$ cat config.mk
export PLATFORM = sky130hd
export DESIGN_NAME = mc_bus_driver
export DESIGN_NICKNAME = d
export VERILOG_FILES = /design/src/rtl/mc_bus_driver.sv
export SDC_FILE = /design/constraint.sdc
export NUM_CORES = 1
export LEC_CHECK = 0
export BUFFER_PORTS_ARGS = -buffer_cell sky130_fd_sc_hd__buf_2
export CORE_ASPECT_RATIO = 1.5
export CORE_MARGIN = 5
export CORE_UTILIZATION = 39
export DETAILED_ROUTE_END_ITERATION = 8
export PLACE_DENSITY = 0.67
export SYNTH_ARGS = -nofsm -noshare
export SYNTH_HDL_FRONTEND = slang
export SYNTH_SLANG_ARGS = --single-unit
$ cat constraint.sdc
create_clock -name clk -period 2.3 [get_ports clk]
set_clock_uncertainty 0.15 [all_clocks]
set_input_delay 0.345 -clock clk [delete_from_list [all_inputs] [get_ports clk]]
set_output_delay 0.345 -clock clk [all_outputs]
set_load 0.005 [all_outputs]
$ cat src/rtl/mc_bus_driver.sv
// mc_bus_driver: buffer-side bus driver for the PE-array multicaster.
// Gathers ifmap/fltr/psum operands, fires the casters, returns the result.
//
// Ports:
//   clk, rst              clock, synchronous active-high reset
//   ifmap_in_*            ifmap operand stream (valid/ready/data, DATA_WIDTH)
//   fltr_in_*             filter operand stream (valid/ready/data, DATA_WIDTH)
//   psum_in_*             partial-sum stream (valid/ready/data, 2*DATA_WIDTH)
//   *_data_M2B            held operands toward the multicaster
//   psum_data_B2M         result coming back from the multicaster
//   CASTER_EN             enable pulse: bit0 ifmap, bit1 fltr, bit2 psum
//   CASTER_READY/VALID    multicaster aggregated ready / result valid
//   res_*                 result stream toward the buffer
//   err_timeout           sticky flag, set when a WAIT is abandoned
//   txn_cnt               completed-transaction counter (wraps)
module mc_bus_driver #(
  parameter int DATA_WIDTH = 16,
  parameter int NUM_COL    = 4,
  parameter int TIMEOUT    = 256
) (
  input  logic                      clk,
  input  logic                      rst,

  input  logic                      ifmap_in_valid,
  output logic                      ifmap_in_ready,
  input  logic [DATA_WIDTH-1:0]     ifmap_in_data,

  input  logic                      fltr_in_valid,
  output logic                      fltr_in_ready,
  input  logic [DATA_WIDTH-1:0]     fltr_in_data,

  input  logic                      psum_in_valid,
  output logic                      psum_in_ready,
  input  logic [2*DATA_WIDTH-1:0]   psum_in_data,

  output logic [DATA_WIDTH-1:0]     ifmap_data_M2B,
  output logic [DATA_WIDTH-1:0]     fltr_data_M2B,
  output logic [2*DATA_WIDTH-1:0]   psum_data_M2B,
  input  logic [2*DATA_WIDTH-1:0]   psum_data_B2M,

  output logic [2:0]                CASTER_EN,
  input  logic                      CASTER_READY,
  input  logic                      CASTER_VALID,

  output logic                      res_valid,
  input  logic                      res_ready,
  output logic [2*DATA_WIDTH-1:0]   res_data,

  output logic                      err_timeout,
  output logic [15:0]               txn_cnt
);

  localparam int PW = 2 * DATA_WIDTH;
  localparam int CW = (TIMEOUT > 2) ? $clog2(TIMEOUT) : 1;
  localparam logic [CW-1:0] TO_LAST = CW'(TIMEOUT - 1);

  // NUM_COL only sizes the casters downstream; reject nonsense early.
  if (NUM_COL < 1) begin : g_bad_cols
    $error("mc_bus_driver: NUM_COL must be >= 1");
  end

  typedef enum logic [1:0] {
    FILL,
    ISSUE,
    WAIT,
    DRAIN
  } state_t;

  state_t st_q;
  state_t st_d;

  logic                  full_if;
  logic                  full_fl;
  logic                  full_ps;
  logic [DATA_WIDTH-1:0] if_q;
  logic [DATA_WIDTH-1:0] fl_q;
  logic [PW-1:0]         ps_q;
  logic [PW-1:0]         res_q;
  logic [CW-1:0]         to_q;
  logic                  err_q;
  logic [15:0]           txn_q;

  logic in_fill;
  logic in_wait;
  logic in_drain;
  logic all_full;
  logic hs_if;
  logic hs_fl;
  logic hs_ps;
  logic to_hit;
  logic res_hs;

  assign in_fill  = (st_q == FILL);
  assign in_wait  = (st_q == WAIT);
  assign in_drain = (st_q == DRAIN);

  assign ifmap_in_ready = in_fill & ~full_if;
  assign fltr_in_ready  = in_fill & ~full_fl;
  assign psum_in_ready  = in_fill & ~full_ps;

  assign hs_if = ifmap_in_valid & ifmap_in_ready;
  assign hs_fl = fltr_in_valid & fltr_in_ready;
  assign hs_ps = psum_in_valid & psum_in_ready;

  assign all_full = full_if & full_fl & full_ps;
  assign to_hit   = in_wait & (to_q == TO_LAST);
  assign res_hs   = in_drain & res_ready;

  // Holding registers only change in FILL, so the M2B
  // operands are stable across ISSUE and WAIT.
  assign ifmap_data_M2B = if_q;
  assign fltr_data_M2B  = fl_q;
  assign psum_data_M2B  = ps_q;

  assign res_data    = res_q;
  assign err_timeout = err_q;
  assign txn_cnt     = txn_q;

  always_ff @(posedge clk) begin
    if (rst) begin
      st_q <= FILL;
    end else begin
      st_q <= st_d;
    end
  end

  always_comb begin
    st_d      = st_q;
    CASTER_EN = 3'b000;
    res_valid = 1'b0;
    unique case (st_q)
      FILL: begin
        if (all_full) begin
          st_d = ISSUE;
        end
      end
      ISSUE: begin
        if (CASTER_READY) begin
          CASTER_EN = 3'b111;
          st_d      = WAIT;
        end
      end
      WAIT: begin
        if (CASTER_VALID || to_hit) begin
          st_d = DRAIN;
        end
      end
      DRAIN: begin
        res_valid = 1'b1;
        if (res_ready) begin
          st_d = FILL;
        end
      end
      default: begin
        st_d = FILL;
      end
    endcase
  end

  // Operand channels fill independently; flags clear on result handshake.
  always_ff @(posedge clk) begin
    if (rst) begin
      full_if <= 1'b0;
      full_fl <= 1'b0;
      full_ps <= 1'b0;
      if_q    <= '0;
      fl_q    <= '0;
      ps_q    <= '0;
    end else if (res_hs) begin
      full_if <= 1'b0;
      full_fl <= 1'b0;
      full_ps <= 1'b0;
    end else begin
      if (hs_if) begin
        if_q    <= ifmap_in_data;
        full_if <= 1'b1;
      end
      if (hs_fl) begin
        fl_q    <= fltr_in_data;
        full_fl <= 1'b1;
      end
      if (hs_ps) begin
        ps_q    <= psum_in_data;
        full_ps <= 1'b1;
      end
    end
  end

  // Result capture. A valid landing on the last WAIT
  // cycle beats the timeout: data kept, no error.
  always_ff @(posedge clk) begin
    if (rst) begin
      res_q <= '0;
      err_q <= 1'b0;
      to_q  <= '0;
    end else if (in_wait) begin
      to_q <= to_q + CW'(1);
      if (CASTER_VALID) begin
        res_q <= psum_data_B2M;
      end else if (to_hit) begin
        res_q <= '0;
        err_q <= 1'b1;
      end
    end else if (res_hs) begin
      to_q <= '0;
    end
  end

  always_ff @(posedge clk) begin
    if (rst) begin
      txn_q <= 16'h0000;
    end else if (res_hs) begin
      txn_q <= txn_q + 16'd1;
    end
  end

endmodule

# [Word-level counts from Yosys, hierarchy flattened]
# Index checks and enable logic that the tools add are counted.
[totals] reg_bits=126 latchBits=0 mem_bits_rw=0 mem_bits_ro=0 in_bits=104 output_inout_bits=120 wordCells=59 n_memories=0
[classes] addsub=2 multipliers=0 div_mod_pow=0 order_cmp=0 eq_ne=8 shifts=0 mux=12 n_bitwise=15 reduce_logical=11
[op_table] op="32-bit two-way mux" n=2
[op_table] op="16-bit by 1-bit adder with 16-bit output, second input constant" n=1
[op_table] op="8-bit two-way mux" n=2
[op_table] op="1-bit AND" n=10
[op_table] op="8-bit by 1-bit adder with 8-bit output, second input constant" n=1
[op_table] op="8-bit equality test, second input constant" n=1
[op_table] op="2-bit two-way mux" n=4
[op_table] op="2-bit case mux with 4 select lines" n=1
[op_table] op="2-bit AND reduction" n=4
[op_table] op="3-bit two-way mux" n=2
[op_table] op="1-bit NOT" n=5
[op_table] op="2-bit equality test, second input constant" n=2
[op_table] op="2-bit by 1-bit inequality test with 1-bit output, second input constant" n=2
[op_table] op="2-bit inequality test, second input constant" n=2
[op_table] op="4-bit AND reduction" n=1
[op_table] op="2-bit nonzero test" n=2
[op_table] op="3-bit AND reduction" n=1
[op_table] op="2-bit by 1-bit equality test with 1-bit output, second input constant" n=1
[op_table] op="2-bit logical NOT" n=1
[op_table] op="2-bit OR reduction" n=1
[op_table] op="1-bit logical OR" n=1
[op_table] op="1-bit two-way mux" n=1

# [Logic depth before layout (Yosys ltp)]
# Gate-level depths: netlist (run 1).
[logic_depth] depth_word=5 ltp_mapped=8 ltp_nobuf=6

# [Worst setup path after synthesis (run 1)]
# Ideal clock, no wire load.
[synth_path] kind="register -> register" startpoint="reg st_q[1]" endpoint="reg txn_q[15], in the netlist txn_cnt[15]" t_arrival_ns=1.584 t_required_ns=2.080 path_slack_ns=0.496 path_stages_with_launch=7 path_buffers=1 synth_period_minus_slack_ns=1.804 cell_sequence="dfxtp_1 ha_1 and4_1 buf_6 nand2_4 or4_1 a21oi_1"
[synth_via] elab_chain_cells=2
[synth_rtl] element="start: declaration" line_no="69" text="state_t st_q;"
[synth_rtl] element="start signal: assignment" line_no="123" text="st_q <= st_d;"
[synth_rtl] element="2-bit equality test" line_no="95" text="assign in_drain = (st_q == DRAIN);"
[synth_rtl] element="1-bit AND" line_no="107" text="assign res_hs = in_drain & res_ready;"
[synth_rtl] element="end signal: assignment" line_no="213" text="txn_q <= txn_q + 16'd1;"
[synth_rtl] element="end: declaration" line_no="81" text="logic [15:0] txn_q;"
# No other way between the ends.
# A chain may end at the register's enable or synchronous reset.

# [Final worst setup path (run 1)]
[layout_path] startpoint="reg st_q[0]" endpoint="out fltr_in_ready"
[layout_via] elab_chain_cells=2
[layout_rtl] element="2-bit logical NOT" line_no="93" text="assign in_fill = (st_q == FILL);"
[layout_rtl] element="1-bit AND" line_no="98" text="assign fltr_in_ready = in_fill & ~full_fl;"
[layout_rtl] element="end: declaration" line_no="29" text="output logic fltr_in_ready,"
# No other way between the ends.

==> run summary, run 1 <==
syn_area_per_cell: 8.876 um^2
initial core utilization: 0.3997
Synth warnings: 0
RSZ-0062 raised after global routing: false
number of H-tree levels: 4
die footprint: 14,200 um^2
layout cells sized above 1: 0.3581
Final nets: 867
synth top area cells: dfxtp_1 (54%), nand2_1 (11%), a21oi_1 (8.7%)
n_diodes: 0
vias in the first global route: 4,504
drc violations: 0
Final Cell Area: 6630 um^2
postcts setup bufs: 0
Synth Instances: 522
DP HPWL: 9.856 mm
Non-Filler Instances: 918
Tmin final: 2.067 ns
Synthesized Nets: 633
leakage power: 3.122 nW
Netlist cell types: 46
Final Cycle Share: 0.8985
CTS root buf: clkbuf_16
CP Data Arrival Time: 1.57 ns
Hold Violations, Final: 0
total track usage: 0.1848
FF+latch count, synth: 126
Clock Latency Late Sink: 0.40 ns
outcome: complete, no violations
pre-CTS setup slack: 0.2784 ns
Vias per Instance: 4.985
critical path startpoint category: register
Worst Hold Class: in2reg
Max Cap Violations: 0
asr flop ratio synth: 0
total grt overflow: 0
CTS buffer count: 17
Fillers: 1,050
Post-synth EDFFs: 0
Routed WL: 13.49 mm
post-synth top area share: 0.5444
largest net degree at the start of global routing: 37
Fin Setup TNS: 0 ns
clock sinks: 126
Post-Syn Area: 4633 um^2
GP Congestion: 0.8127
PortBufs: 223
DP Area: 5867 um^2
Setup Viol. Count Final: 0
leading area contributor after synthesis: dfxtp_1
antenna violations before repair: 0
fmax: 0.4839 GHz
Core Area: 11,590 um^2
commonest cells after routing, fill and taps aside: buf_2 (223), nand2_1 (136), dfxtp_1 (126)
Setup Crit Path Kind: reg2out
CTS clk-pin slew, worst paths: 0.06 ns
P&R area growth vs syn: 43.10%
Slew HR: 0.6280
Power per Cell Area: 970.6 nW/um^2
first-pass GRT wire length: 21.35 mm
dpl cells: 871
deepest clock path buffer count: 2
Max FO, Critical Path: 7
Seq/Total Area, Yosys: 0.5444
ys flop type: dfxtp_1
CTS tree: done
Avg WL per Cell: 14.70 um
Die Span Y: 143.5 um
commonest non-fill, non-tap cell in the layout: buf_2
DR iter-0 viols: 143
Reg2Reg Setup Slack: 0.29 ns
worst slew pin tran: 0.5580 ns
drt pass-1 iters: 5
crit path capture type: output port
PnR worst setup slack: 0.2335 ns
max-slew violation count: 0
Die Width: 99.00 um
peak supply drop: 0.0006137 V
IO Count: 224
Std-Cell Rows: 48
Crit path required time: 1.80 ns
via count: 4,576
post-route ant nets: 0
==> Yosys cell counts, drive strengths merged (2+ instances only) <==
| cell type | count |
|---|---|
| nand4 | 7 |
| and3 | 4 |
| and4 | 2 |
| o31ai | 2 |
| o21ai | 7 |
| and2 | 4 |
| nor3 | 3 |
| a21oi | 81 |
| inv | 5 |
| clkbuf | 16 |
| nand3 | 14 |
| nand2 | 138 |
| nor2 | 16 |
| a22o | 32 |
| nand2b | 2 |
| buf | 20 |
| mux2i | 2 |
| or4 | 2 |
| nor2b | 3 |
| dfxtp | 126 |
| ha | 7 |
| o221ai | 2 |
| xor2 | 9 |
| or3 | 5 |
==> per-layer routing <==
metal,track usage,vias up,part of all wire
met1,0.1987,2123,0.38
met5,0,-,0
met2,0.3375,176,0.52
met3,0.05342,26,0.074
li1,-,2251,-
met4,0.07410,0,0.025
==> per-stage QoR <==
stage               hold WS, ns  utilization  total power [mW]
global route           0.006044       0.5720             6.762
global placement         0.2881       0.5062             3.709
finish                 0.009950       0.5720             6.435
CTS                    0.001143       0.5720             6.504
floorplan                0.3027            -             3.243
detailed placement       0.2935       0.5062             3.760
==> registers in the layout, indices dropped and copies added, names as in the netlist <==
register        flops
psum_data_M2B      32
res_data           32
fltr_data_M2B      16
ifmap_data_M2B     16
txn_cnt            16
to_q                8
st_q                2
err_timeout         1
full_fl             1
full_if             1
full_ps             1
==> path summary, 6_finish.rpt <==
kind | start | endpoint | depth (start not counted)
setup / recovery | st_q[0]$_SDFFE_PP0P_ | fltr_in_ready | 4
hold reg to reg | psum_data_M2B[21]$_SDFFE_PP0P_ | psum_data_M2B[21]$_SDFFE_PP0P_ | 2
hold / removal | psum_data_B2M[26] | res_data[26]$_SDFFE_PP0P_ | 2
setup reg to reg | st_q[0]$_SDFFE_PP0P_ | fltr_data_M2B[0]$_SDFFE_PP0P_ | 6
==> timing repair <==
action                                  in CTS  in global routing
endpoints found under the hold margin       16                  0
endpoints found under the setup margin       0                  0
gates resized for setup                      0                  0
hold buffers                                16                  0
==> final cells by class <==
type / count / area, um^2 / share of cell area
clock buffer: 18 / 439.2 / 0.06624
sequential: 126 / 2522 / 0.3804
inverter: 5 / 18.77 / 0.002831
tap: 150 / 187.7 / 0.02831
multi-input combinational: 355 / 1932 / 0.2914
timing repair buffer: 251 / 1366 / 0.2061
clock inverter: 13 / 163.9 / 0.02472
==> where the power goes <==
group | leakage, nW | switching (mW) | internal, mW
clock | 0.293 | 0.984 | 1.73
combinational | 1.80 | 0.691 | 0.509
sequential | 1.02 | 0.114 | 2.40
==> critical path: stages (launching register included) <==
cell	delay (ns)
dfxtp_1	0.33
inv_1	0.13
ha_1	0.30
nor2b_1	0.25
buf_2	0.17
==> kinds of logic after synthesis <==
| family | Yosys count | share of synthesized area |
|---|---|---|
| and+or+nand+nor | 206 | 0.2001 |
| AOI/OAI and AO/OA | 130 | 0.1728 |
| DFF | 126 | 0.5444 |
| buffers and inverters | 41 | 0.04051 |
| xor gates and xnor gates | 10 | 0.01890 |
| adders and majority gates | 7 | 0.01890 |
| muxes | 2 | 0.004321 |
Note: power is estimated with default switching activity, not from simulation.
==> run 2, diff against run 1 <==
REMOVE_ABC_BUFFERS = 1   (was not set)
==> run 2 against run 1 <==
Effect of this change:
- combinational power is essentially flat
- maximum frequency shrank 0.88%
- worst setup slack worse by 0.018 ns
- clock power barely moved
- critical path type is now reg2reg
==> run summary, run 2 (synthesized netlist as in run 1, its figures left out) <==
outcome: complete, no violations
CP Data Arrival Time: 2.27 ns
antenna violations before repair: 0
PnR worst setup slack: 0.2151 ns
drc violations: 0
Clock Latency Late Sink: 0.40 ns
NetSw: 1.758 mW
commonest non-fill, non-tap cell in the layout: buf_2
net switching fraction of the power: 0.2728
total track usage: 0.1822
Worst Reg2Reg Path Length in Cells: 5
CTS tree: done
Core Area: 11,590 um^2
Die Width: 99.00 um
internal power: 4.685 mW
Comb power frac: 0.185
vias in the first global route: 4,499
Max Cap Violations: 0
Avg WL per Cell: 14.38 um
drt pass-1 iters: 4
CTS clk-pin slew, worst paths: 0.06 ns
dpl cells: 866
Slew HR: 0.6085
number of H-tree levels: 4
largest net degree at the start of global routing: 84
layout cells sized above 1: 0.3470
Setup Viol. Count Final: 0
P&R area growth vs syn: 45.88%
Tot Pwr: 6.443 mW
critical path startpoint category: register
leakage power: 3.158 nW
IO Count: 224
CTS root buf: clkbuf_16
Non-Filler Instances: 928
Worst Hold Class: in2reg
CTS buffer count: 17
initial core utilization: 0.3997
Final nets: 876
first-pass GRT wire length: 21.23 mm
Setup Crit Path Kind: reg2reg
worst slew pin tran: 0.5856 ns
Crit path required time: 2.49 ns
Final Cycle Share: 0.9065
Hold Violations, Final: 0
HP Start: psum_data_B2M[0]
Hold Path Stages: 2
Fillers: 1,022
Reg power frac: 0.391
Tmin final: 2.085 ns
Die Span Y: 143.5 um
post-route ant nets: 0
pre-CTS setup slack: 0.2463 ns
DP HPWL: 9.314 mm
crit path capture type: register
RSZ-0062 raised after global routing: false
PortBufs: 223
Power per Cell Area: 953.3 nW/um^2
max-slew violation count: 0
commonest cells after routing, fill and taps aside: buf_2 (223), nand2_1 (136), dfxtp_1 (126)
worst r2r src: st_q[1]$_SDFFE_PP0P_
fmax: 0.4796 GHz
Std-Cell Rows: 48
DR iter-0 viols: 168
clock power share: 0.424
n_diodes: 0
total grt overflow: 0
deepest clock path buffer count: 2
Setup crit start: st_q[1]$_SDFFE_PP0P_
Vias per Instance: 4.936
die footprint: 14,200 um^2
Max FO, Critical Path: 9
via count: 4,581
peak supply drop: 0.0005116 V
Routed WL: 13.34 mm
GP Congestion: 0.8485
clock sinks: 126
-- run 2: changes by cell type in the layout (fill, tap and decap cells not counted), sizes merged --
cell / change
clkinv: -3
clkbuf: +2
buf: -5
clkinvlp: +2
dlygate4sd3: +14
-- run 2: worst max-delay path: stages (launching register included) --
cell,delay (ns)
dfxtp_1,0.38
ha_1,0.24
and4_1,0.47
nand2_4,0.11
or4_1,0.51
a21oi_1,0.15
-- run 2: area by class of cell --
| class | count | area (um^2) | area share |
|---|---|---|---|
| clock buffer | 20 | 456.7 | 0.06757 |
| clock inverter | 12 | 160.2 | 0.02369 |
| inverter | 5 | 18.77 | 0.002777 |
| multi-input combinational | 355 | 1932 | 0.2858 |
| sequential | 126 | 2522 | 0.3732 |
| tap | 150 | 187.7 | 0.02777 |
| timing repair buffer | 260 | 1481 | 0.2192 |
-- run 2: stage by stage --
stage | hold WS, ns | utilization | cell area [um^2] | TNS [ns]
2_1_floorplan | 0.2641 | - | 4464 | -31.67
3_3_place_gp | 0.2880 | 0.5040 | 5842 | 0
3_5_place_dp | 0.2933 | 0.5040 | 5842 | 0
4_1_cts | 0.001990 | 0.5831 | 6759 | 0
5_1_grt | 0.002131 | 0.5831 | 6759 | 0
6_report | 0.01365 | 0.5831 | 6759 | 0
-- run 2: what timing repair did --
action | CTS | global route
setup buffers | 0 | 0
hold endpoints to repair | 30 | 0
gates resized for setup | 0 | 0
hold buffers | 30 | 0
-- run 2: worst paths after layout --
path	endpoint	slack, ns
max	txn_cnt[15]$_SDFFE_PP0P_	0.22
min	res_data[0]$_SDFFE_PP0P_	0.01
max reg2reg	txn_cnt[15]$_SDFFE_PP0P_	0.22
min reg2reg	ifmap_data_M2B[12]$_SDFFE_PP0P_	0.30
-- run 2: routing by layer --
layer / GRT usage / vias to the layer above / share of wire
li1: - / 2276 / -
met1: 0.2001 / 2106 / 0.38
met2: 0.3261 / 180 / 0.52
met3: 0.06217 / 19 / 0.083
met4: 0.06259 / 0 / 0.015
met5: 0 / - / 0
-- run 2: power groups by stage --
stage	Clock (mW)	Sequential, mW	Combinational, mW
after global routing	2.90	2.55	1.32
after global placement	0	2.55	1.12
after floorplan	0	2.58	0.575
final	2.73	2.52	1.19
after detailed placement	0	2.56	1.16
after CTS	2.80	2.52	1.20
